## config.mk

```make
export PLATFORM = sky130hd
export DESIGN_NAME = ext_bus_bridge_gen
export DESIGN_NICKNAME = d
export VERILOG_FILES = /design/src/rtl/ext_bus_bridge_gen.sv
export SDC_FILE = /design/constraint.sdc
export NUM_CORES = 1
export LEC_CHECK = 0
export ABC_AREA = 1
export ABC_CLOCK_PERIOD_IN_PS = 2300
export CORE_MARGIN = 3
export CORE_UTILIZATION = 49
export CTS_BUF_LIST = sky130_fd_sc_hd__clkbuf_8 sky130_fd_sc_hd__clkbuf_16
export DETAILED_ROUTE_END_ITERATION = 7
export PLACE_DENSITY_LB_ADDON = 0.3
export SLEW_MARGIN = 0
export SYNTH_ARGS = -nofsm -noshare
export SYNTH_HDL_FRONTEND = slang
export SYNTH_SLANG_ARGS = --single-unit
```

## constraint.sdc

```tcl
create_clock -name clk -period 2.3 [get_ports clk]
set_clock_uncertainty 0.05 [all_clocks]
set_input_delay 0.46 -clock clk [delete_from_list [all_inputs] [get_ports clk]]
set_output_delay 0.46 -clock clk [all_outputs]
set_load 0.01 [all_outputs]
```

## src/rtl/ext_bus_bridge_gen.sv

```systemverilog
// ext_bus_bridge_gen: bridges a single CPU read/write request onto a
// multiplexed address/data external bus. The address is sent as one or more
// AD-width phases (lowest slice first), followed by a data phase that waits a
// programmable minimum time for ext_ready and aborts with an error on timeout.
//
// state  | meaning
// -------+--------------------------------------------------------------
// IDLE   | waiting for a request; the only state where requests are sampled
// ADDR   | driving one AD-width address slice per cycle, ext_ae high
// DATA   | data phase; write data driven, waiting for qualified ext_ready
// DONE   | one-cycle cpu_ready pulse (cpu_err on timeout / illegal request)
//
// Every output is a register updated together with the state, so each
// output already holds its value for the state being entered.
module ext_bus_bridge_gen #(
  parameter int ADDR_W   = 32,
  parameter int DATA_W   = 8,
  parameter int AD_W     = 16,
  parameter int WAIT_MIN = 0,
  parameter int TIMEOUT  = 255
) (
  input  logic              clk,
  input  logic              rst,
  input  logic              cpu_rd,
  input  logic              cpu_wr,
  input  logic [ADDR_W-1:0] cpu_addr,
  input  logic [DATA_W-1:0] cpu_wdata,
  output logic [DATA_W-1:0] cpu_rdata,
  output logic              cpu_ready,
  output logic              cpu_err,
  output logic              ext_rd,
  output logic              ext_wr,
  output logic              ext_ae,
  output logic              ext_doe,
  output logic [AD_W-1:0]   ext_ad_out,
  input  logic [DATA_W-1:0] ext_ad_in,
  input  logic              ext_ready
);

  localparam int NPH   = (ADDR_W + AD_W - 1) / AD_W;
  localparam int PAD_W = NPH * AD_W;
  localparam int PH_W  = (NPH > 1) ? $clog2(NPH) : 1;
  localparam int WMAX  = (WAIT_MIN > TIMEOUT) ? WAIT_MIN : TIMEOUT;
  localparam int CNT_W = $clog2(WMAX + 2);

  localparam logic [PH_W-1:0]  PH_LAST = PH_W'(NPH - 1);
  localparam logic [CNT_W:0]   WMIN_C  = (CNT_W + 1)'(WAIT_MIN);
  localparam logic [CNT_W-1:0] TO_LAST = CNT_W'((TIMEOUT == 0) ? 0 : TIMEOUT - 1);
  localparam bit               TO_EN   = (TIMEOUT != 0);

  if (DATA_W > AD_W) begin : g_bad_width
    $error("ext_bus_bridge_gen: DATA_W must not exceed AD_W");
  end

  typedef enum logic [1:0] {S_IDLE, S_ADDR, S_DATA, S_DONE} state_t;

  state_t            state_q;
  logic [PH_W-1:0]   phase_q;
  logic [CNT_W-1:0]  wait_q;
  logic [PAD_W-1:0]  addr_sh_q;
  logic [DATA_W-1:0] wdata_q;
  logic              wr_q;
  logic [DATA_W-1:0] rdata_q;
  logic              ready_q;
  logic              err_q;
  logic              ext_rd_q;
  logic              ext_wr_q;
  logic              ext_ae_q;
  logic              ext_doe_q;
  logic [AD_W-1:0]   ad_q;

  // Zero-extended request address, so a partial top slice reads as zeros.
  logic [PAD_W-1:0] cpu_addr_pad;
  assign cpu_addr_pad = PAD_W'(cpu_addr);

  // Wait-counter helpers: saturating next value, min-wait and timeout qualifiers.
  logic [CNT_W-1:0] wait_d;
  logic [CNT_W:0]   wait_inc;
  logic             wait_ok;
  logic             timeout_hit;
  always_comb begin
    wait_d      = (&wait_q) ? wait_q : wait_q + CNT_W'(1);
    wait_inc    = {1'b0, wait_q} + (CNT_W + 1)'(1);
    wait_ok     = wait_inc > WMIN_C;
    timeout_hit = TO_EN && (wait_q == TO_LAST);
  end

  // Bridge FSM with registered outputs.
  always_ff @(posedge clk or negedge rst) begin
    if (!rst) begin
      state_q   <= S_IDLE;
      phase_q   <= '0;
      wait_q    <= '0;
      addr_sh_q <= '0;
      wdata_q   <= '0;
      wr_q      <= 1'b0;
      rdata_q   <= '0;
      ready_q   <= 1'b0;
      err_q     <= 1'b0;
      ext_rd_q  <= 1'b0;
      ext_wr_q  <= 1'b0;
      ext_ae_q  <= 1'b0;
      ext_doe_q <= 1'b0;
      ad_q      <= '0;
    end else begin
      ready_q <= 1'b0;
      err_q   <= 1'b0;
      case (state_q)
        S_IDLE: begin
          if (cpu_rd ^ cpu_wr) begin
            // First slice goes out straight from the request; the rest are
            // kept in a shift register consumed one slice per ADDR cycle.
            addr_sh_q <= cpu_addr_pad >> AD_W;
            wdata_q   <= cpu_wdata;
            wr_q      <= cpu_wr;
            phase_q   <= '0;
            ext_rd_q  <= cpu_rd;
            ext_wr_q  <= cpu_wr;
            ext_ae_q  <= 1'b1;
            ad_q      <= cpu_addr_pad[AD_W-1:0];
            state_q   <= S_ADDR;
          end else if (cpu_rd && cpu_wr) begin
            ready_q <= 1'b1;
            err_q   <= 1'b1;
            state_q <= S_DONE;
          end
        end
        S_ADDR: begin
          if (phase_q == PH_LAST) begin
            wait_q    <= '0;
            ext_ae_q  <= 1'b0;
            ext_doe_q <= wr_q;
            ad_q      <= wr_q ? AD_W'(wdata_q) : '0;
            state_q   <= S_DATA;
          end else begin
            phase_q   <= phase_q + PH_W'(1);
            ad_q      <= addr_sh_q[AD_W-1:0];
            addr_sh_q <= addr_sh_q >> AD_W;
          end
        end
        S_DATA: begin
          // Ready takes priority over a timeout landing in the same cycle.
          if (wait_ok && ext_ready) begin
            if (!wr_q) rdata_q <= ext_ad_in;
            ready_q   <= 1'b1;
            ext_rd_q  <= 1'b0;
            ext_wr_q  <= 1'b0;
            ext_doe_q <= 1'b0;
            ad_q      <= '0;
            state_q   <= S_DONE;
          end else if (timeout_hit) begin
            ready_q   <= 1'b1;
            err_q     <= 1'b1;
            ext_rd_q  <= 1'b0;
            ext_wr_q  <= 1'b0;
            ext_doe_q <= 1'b0;
            ad_q      <= '0;
            state_q   <= S_DONE;
          end else begin
            wait_q <= wait_d;
          end
        end
        default: begin
          state_q <= S_IDLE;
        end
      endcase
    end
  end

  assign cpu_rdata  = rdata_q;
  assign cpu_ready  = ready_q;
  assign cpu_err    = err_q;
  assign ext_rd     = ext_rd_q;
  assign ext_wr     = ext_wr_q;
  assign ext_ae     = ext_ae_q;
  assign ext_doe    = ext_doe_q;
  assign ext_ad_out = ad_q;

endmodule

```

Word level (Yosys, flattened, before mapping)

Index checks and enable logic that the tools add are counted.

Register bits: 83
Logic and storage cells: 90
Output and inout bits: 30
Input port bits: 53

Reduce and logical (&&, ||, !) cells: 18
Muxes and demuxes: 41
Equality and inequality tests: 11
Bitwise gates (word level): 2
Add/subtract/negate cells: 3
$lt $le $gt $ge: 1

Operators with widths:

| operator                                                                          | count |
|---|---|
| 16-bit two-way mux                                                                | 4 |
| 32-bit two-way mux                                                                | 2 |
| 32-bit one-hot mux with 2 select lines                                            | 1 |
| 16-bit one-hot mux with 3 select lines                                            | 1 |
| 9-bit two-way mux                                                                 | 4 |
| 3-bit AND reduction                                                               | 7 |
| 9-bit one-hot mux with 2 select lines                                             | 1 |
| 1-bit two-way mux                                                                 | 14 |
| 1-bit one-hot mux with 2 select lines                                             | 7 |
| 2-bit inequality test (second input constant)                                     | 6 |
| 9-bit by 1-bit adder with 10-bit output (second input constant)                   | 1 |
| 10-bit by 1-bit greater-than comparator with 1-bit output (second input constant) | 1 |
| 2-bit two-way mux                                                                 | 5 |
| 9-bit by 1-bit adder with 9-bit output (second input constant)                    | 1 |
| 9-bit by 8-bit equality test with 1-bit output (second input constant)            | 1 |
| 9-bit AND reduction                                                               | 1 |
| 8-bit two-way mux                                                                 | 1 |
| 3-bit inequality test (second input constant)                                     | 2 |
| 2-bit one-hot mux with 3 select lines                                             | 1 |
| 2-bit nonzero test                                                                | 3 |
| 5-bit AND reduction                                                               | 1 |
| 2-bit AND reduction                                                               | 2 |
| 3-bit nonzero test                                                                | 1 |
| 2-bit by 1-bit equality test with 1-bit output (second input constant)            | 1 |
| 6 further kinds                                                                   | 7 |

Logic depth before layout (Yosys ltp)

Depth after elaboration: 5
Mapped depth: 15
Depth with buffers taken out: 14

Least setup slack after synthesis

No wires, ideal clock.

Kind: register to register
From: register wait_q[0]
To: register ad_q[10] (netlist: ext_ad_out[10])
Cell stages (with the launch flop): 14
Data arrival time: 1.934 ns
Clock period less this slack: 2.101 ns
Setup time: 0.117 ns
Path slack: 0.199 ns
Cells stage by stage: dfrtp_1 -> ha_1 -> nand3_2 -> nor2_1 -> ha_1 -> nor2_1 -> nand3_1 -> nor2_1 -> nand3_2 -> nand2_4 -> nand2_4 -> buf_2 -> nand3_1 -> nand2_1

Cells in the longest elaborated chain, start to end: 5
Elaborated cells on any way between the ends: 8
Classes of those cells: add/sub: 1; order compare: 1; eq/ne: 2; mux: 2; reduce/logical: 2

Ends and longest elaborated chain:

| element                                                                                 | RTL line | text |
|---|---|---|
| from (decl)                                                                             | 59       | `logic [CNT_W-1:0] wait_q;` |
| from (signal assigned)                                                                  | 160      | `wait_q <= wait_d;` |
| 9-bit by 1-bit adder with 10-bit output                                                 | 83       | `wait_inc = {1'b0, wait_q} + (CNT_W + 1)'(1);` |
| 10-bit by 1-bit greater-than comparator with 1-bit output                               | 84       | `wait_ok = wait_inc > WMIN_C;` |
| 1-bit logical AND                                                                       | 143      | `if (wait_ok && ext_ready) begin` |
| 3-bit inequality test (no line) or 16-bit two-way mux (tied branches)                   | n/a      |  |
| 3-bit AND reduction (no line) or 16-bit one-hot mux with 3 select lines (tied branches) | n/a      |  |
| to (signal assigned)                                                                    | 120      | `ad_q <= cpu_addr_pad[AD_W-1:0];` |
| to (signal assigned)                                                                    | 133      | `ad_q <= wr_q ? AD_W'(wdata_q) : '0;` |
| to (signal assigned)                                                                    | 137      | `ad_q <= addr_sh_q[AD_W-1:0];` |
| to (decl)                                                                               | 70       | `logic [AD_W-1:0] ad_q;` |

Several ways; a longest one is shown, not always the timed one.
A chain may end at the register's enable or synchronous reset.

Worst setup path after layout

From: register wait_q[0]
To: register ad_q[6] (netlist: ext_ad_out[6])

Same word-level chain as after synthesis.

==> flow_summary.json <==
{
  "status": "complete, no violations",
  "synth-adder-area-share_pct": 3.352,
  "avgRoutedWirePerCell_um": 13.92,
  "grt_max_degree": 45,
  "synthFlopType": "dfrtp_1",
  "cts_root_buf": "clkbuf_8",
  "synth_cell_types": 28,
  "die_y_um": 88.80,
  "synth.top_cell.area_share_pct": 49.91,
  "async_flop_share_pct": 100.0,
  "hold_class": "in2async",
  "row_count": 29,
  "critPathSlowestCell": "dfrtp_2",
  "final_nets": 575,
  "holdWs_ns": 0.05457,
  "port_buffers": 82,
  "place_area_um2": 4312,
  "grt_overflow": 0,
  "critPathKind": "reg2reg",
  "wirelength_um": 8282,
  "rsz0062_at_grt": "yes",
  "p_per_area_nw_per_um2": 1257,
  "n_antenna_cell": 0,
  "hold_viol_final": 0,
  "clkTransAtPathRegs_ns": 0.07,
  "synth_simple_gate_area_share_pct": 29.12,
  "cts_buffers": 9,
  "first_pass_iters": 5,
  "yosysWarningCount": 0,
  "synthTopCellsByArea": "dfrtp_1 (50%), nand2_1 (15%), nand3_1 (7.2%), inv_1 (4.4%), o21ai_0 (4.0%)",
  "max_stage_delay_ns": 0.44,
  "syn_to_final_growth_pct": 36.91,
  "dr.first_iter.drc_count": 134,
  "setup_slack_ns": 0.1362,
  "dieWidth_um": 88.80,
  "antenna_found_initial": 0,
  "setup-tns-final_ns": 0,
  "required_ns": 2.53,
  "ys_seq_area_share_pct": 49.91,
  "leakage_nw": 2.205,
  "yosys.area.top_type": "dfrtp_1",
  "synth_area_um2": 3359,
  "dp_slack_ns": -0.5363,
  "drc": 0,
  "synth_compound_area_share_pct": 10.35,
  "tightestPinTransition_ns": 0.5890,
  "grt_pass1_wl_um": 13560,
  "grt_pass1_vias": 2972,
  "design.die.area_um2": 7885,
  "slew_viol_final": 0,
  "path_cells": "ha_4, nand3_2, nor2_1, ha_1, nor2_1, nand3_1, nor2_2, nand3_2, nand2_4, nand2_8, nand2_4, nand2_1, nand2_1",
  "clk_latency_ns": 0.35,
  "synth-edff-count": 0,
  "cts.sinks": 67,
  "io_pins": 83,
  "final_util_pct": 70.81,
  "htree_levels": 3,
  "fin_area_um2": 4599,
  "routabilityCongestion": 0.8674,
  "via_per_inst": 5.257,
  "finalCriticalPeriod_ns": 2.164,
  "synth_nets": 477,
  "relSlewSlack_pct": 60.73,
  "setup_viol": 0,
  "start_util_pct": 51.72,
  "synth_mux_area_share_pct": 0,
  "grt.total_usage_pct": 22.47,
  "place_inst": 573,
  "max_freq_ghz": 0.4621,
  "total_power_mw": 5.783,
  "postSynthCellCount": 415,
  "maxCapViolations": 0,
  "end_kind": "flip-flop",
  "synth_top_family_by_area": "simple AND/OR/NAND/NOR gates",
  "crit_path_max_fanout": 23,
  "drive_above_1_share_pct": 10.42,
  "hpwl_um": 6147,
  "arrival_ns": 2.40,
  "placeableCoreArea_um2": 6495,
  "cts_buffer_depth": 2,
  "start_kind": "flip-flop",
  "finalCritPeriodShare_pct": 94.08,
  "synth.avg_cell_area_um2": 8.095,
  "dr_total_vias": 3128,
  "antenna_left": 0,
  "ir_drop_v": 0.0007299,
  "cts_tree": "done",
  "ys_seq_elements": 67,
  "instances_no_fill": 595,
  "yosys.area_share.xor_xnor_pct": 0.2607
}
## path summary, 6_finish.rpt
path                                from  depth (start not counted)             to  slack [ns]
max reg2reg                    wait_q[0]                         13  ext_ad_out[6]        0.14
max                            wait_q[0]                         13  ext_ad_out[6]        0.14
min reg2reg                ext_ad_out[7]                          2  ext_ad_out[7]        0.43
min                                  rst                          1      wait_q[5]        0.05
min in group clk           ext_ad_out[7]                          2  ext_ad_out[7]        0.43
max in group asynchronous            rst                          2  ext_ad_out[6]        1.52
## where the power goes
group | internal (mW) | switching (mW) | total [mW]
logic | 1.25 | 1.69 | 2.94
clock network | 0.495 | 0.453 | 0.948
registers | 1.64 | 0.250 | 1.89
total | 3.39 | 2.39 | 5.78
## flip-flops by register name (all words and copies together) (netlist names)
register and flops:
cpu_err 1, wdata_q 8, cpu_ready 1, ext_wr 1, addr_sh_q 16, ext_rd 1
wait_q 9, ext_doe 1, wr_q 1, phase_q 1, cpu_rdata 8, ext_ae 1
ext_ad_out 16, state_q 2
## per-layer routing
layer	share of wire [%]	GRT usage, %	vias to the layer above
li1	-	-	1563
met1	45	30.67	1453
met2	47	35.02	94
met3	5.7	4.190	18
met4	2.3	9.753	0
met5	0	0	-
## synth_stat cells, types with 2 or more instances
| cell type | instances |
|---|---|
| a21oi_1 | 6 |
| a31oi_1 | 2 |
| buf_1 | 2 |
| buf_2 | 2 |
| buf_6 | 2 |
| clkbuf_1 | 8 |
| dfrtp_1 | 67 |
| ha_1 | 9 |
| inv_1 | 39 |
| inv_2 | 2 |
| nand2_1 | 135 |
| nand2_4 | 3 |
| nand3_1 | 48 |
| nand3_2 | 3 |
| nand4_1 | 10 |
| nor2_1 | 20 |
| nor2_2 | 3 |
| o21a_1 | 6 |
| o21ai_0 | 27 |
| o221ai_1 | 6 |
| o31ai_1 | 8 |
## final cells by class
class | instances | area (um^2)
inverters | 42 | 157.7
flip-flops and latches | 67 | 1679
fillers | 511 | 1896
repair buffers | 101 | 970.9
clock buffers | 9 | 123.9
clock inverters | 7 | 70.07
well taps | 77 | 96.34
multi-input cells | 292 | 1501
## worst max-delay path, delay by kind of cell, from the launching register on
family                     cells  cell delay (ns)
adders and majority gates      2             0.48
DFF                            1             0.44
and+or+nand+nor               11             1.12
## what timing repair did
action	4_1_cts	5_1_grt
cloned	0	1
endpoints found under the setup margin	17	39
resized for setup	4	6
pin swaps	0	2
hold endpoints to repair	0	0
hold buffers	0	0
buffers inserted	0	5
## kinds of logic (layout without fill, tap and decap cells)
family | Yosys count | in the layout
simple gates | 224 | 225
flops | 67 | 67
compound gates | 57 | 57
buf+inv | 57 | 159
fa+ha+maj | 9 | 9
xor+xnor | 1 | 1
## placed cells by master (no fill, tap or decap), types with 2 or more instances in the layout
| cell | n |
|---|---|
| nand2_8 | 2 |
| nand4_1 | 10 |
| nor2_2 | 5 |
| nand3_1 | 48 |
| o31ai_1 | 8 |
| buf_4 | 18 |
| inv_2 | 2 |
| nand2_1 | 135 |
| nand2_4 | 2 |
| dfrtp_2 | 2 |
| inv_1 | 40 |
| o221ai_1 | 6 |
| a31oi_1 | 2 |
| dfrtp_1 | 65 |
| nand3_2 | 3 |
| clkdlybuf4s50_1 | 81 |
| o21ai_0 | 27 |
| nor2_1 | 17 |
| clkinvlp_4 | 3 |
| a21oi_1 | 6 |
| ha_1 | 8 |
| o21a_1 | 6 |
| clkbuf_8 | 9 |
Power figures use the tool's default switching activity.
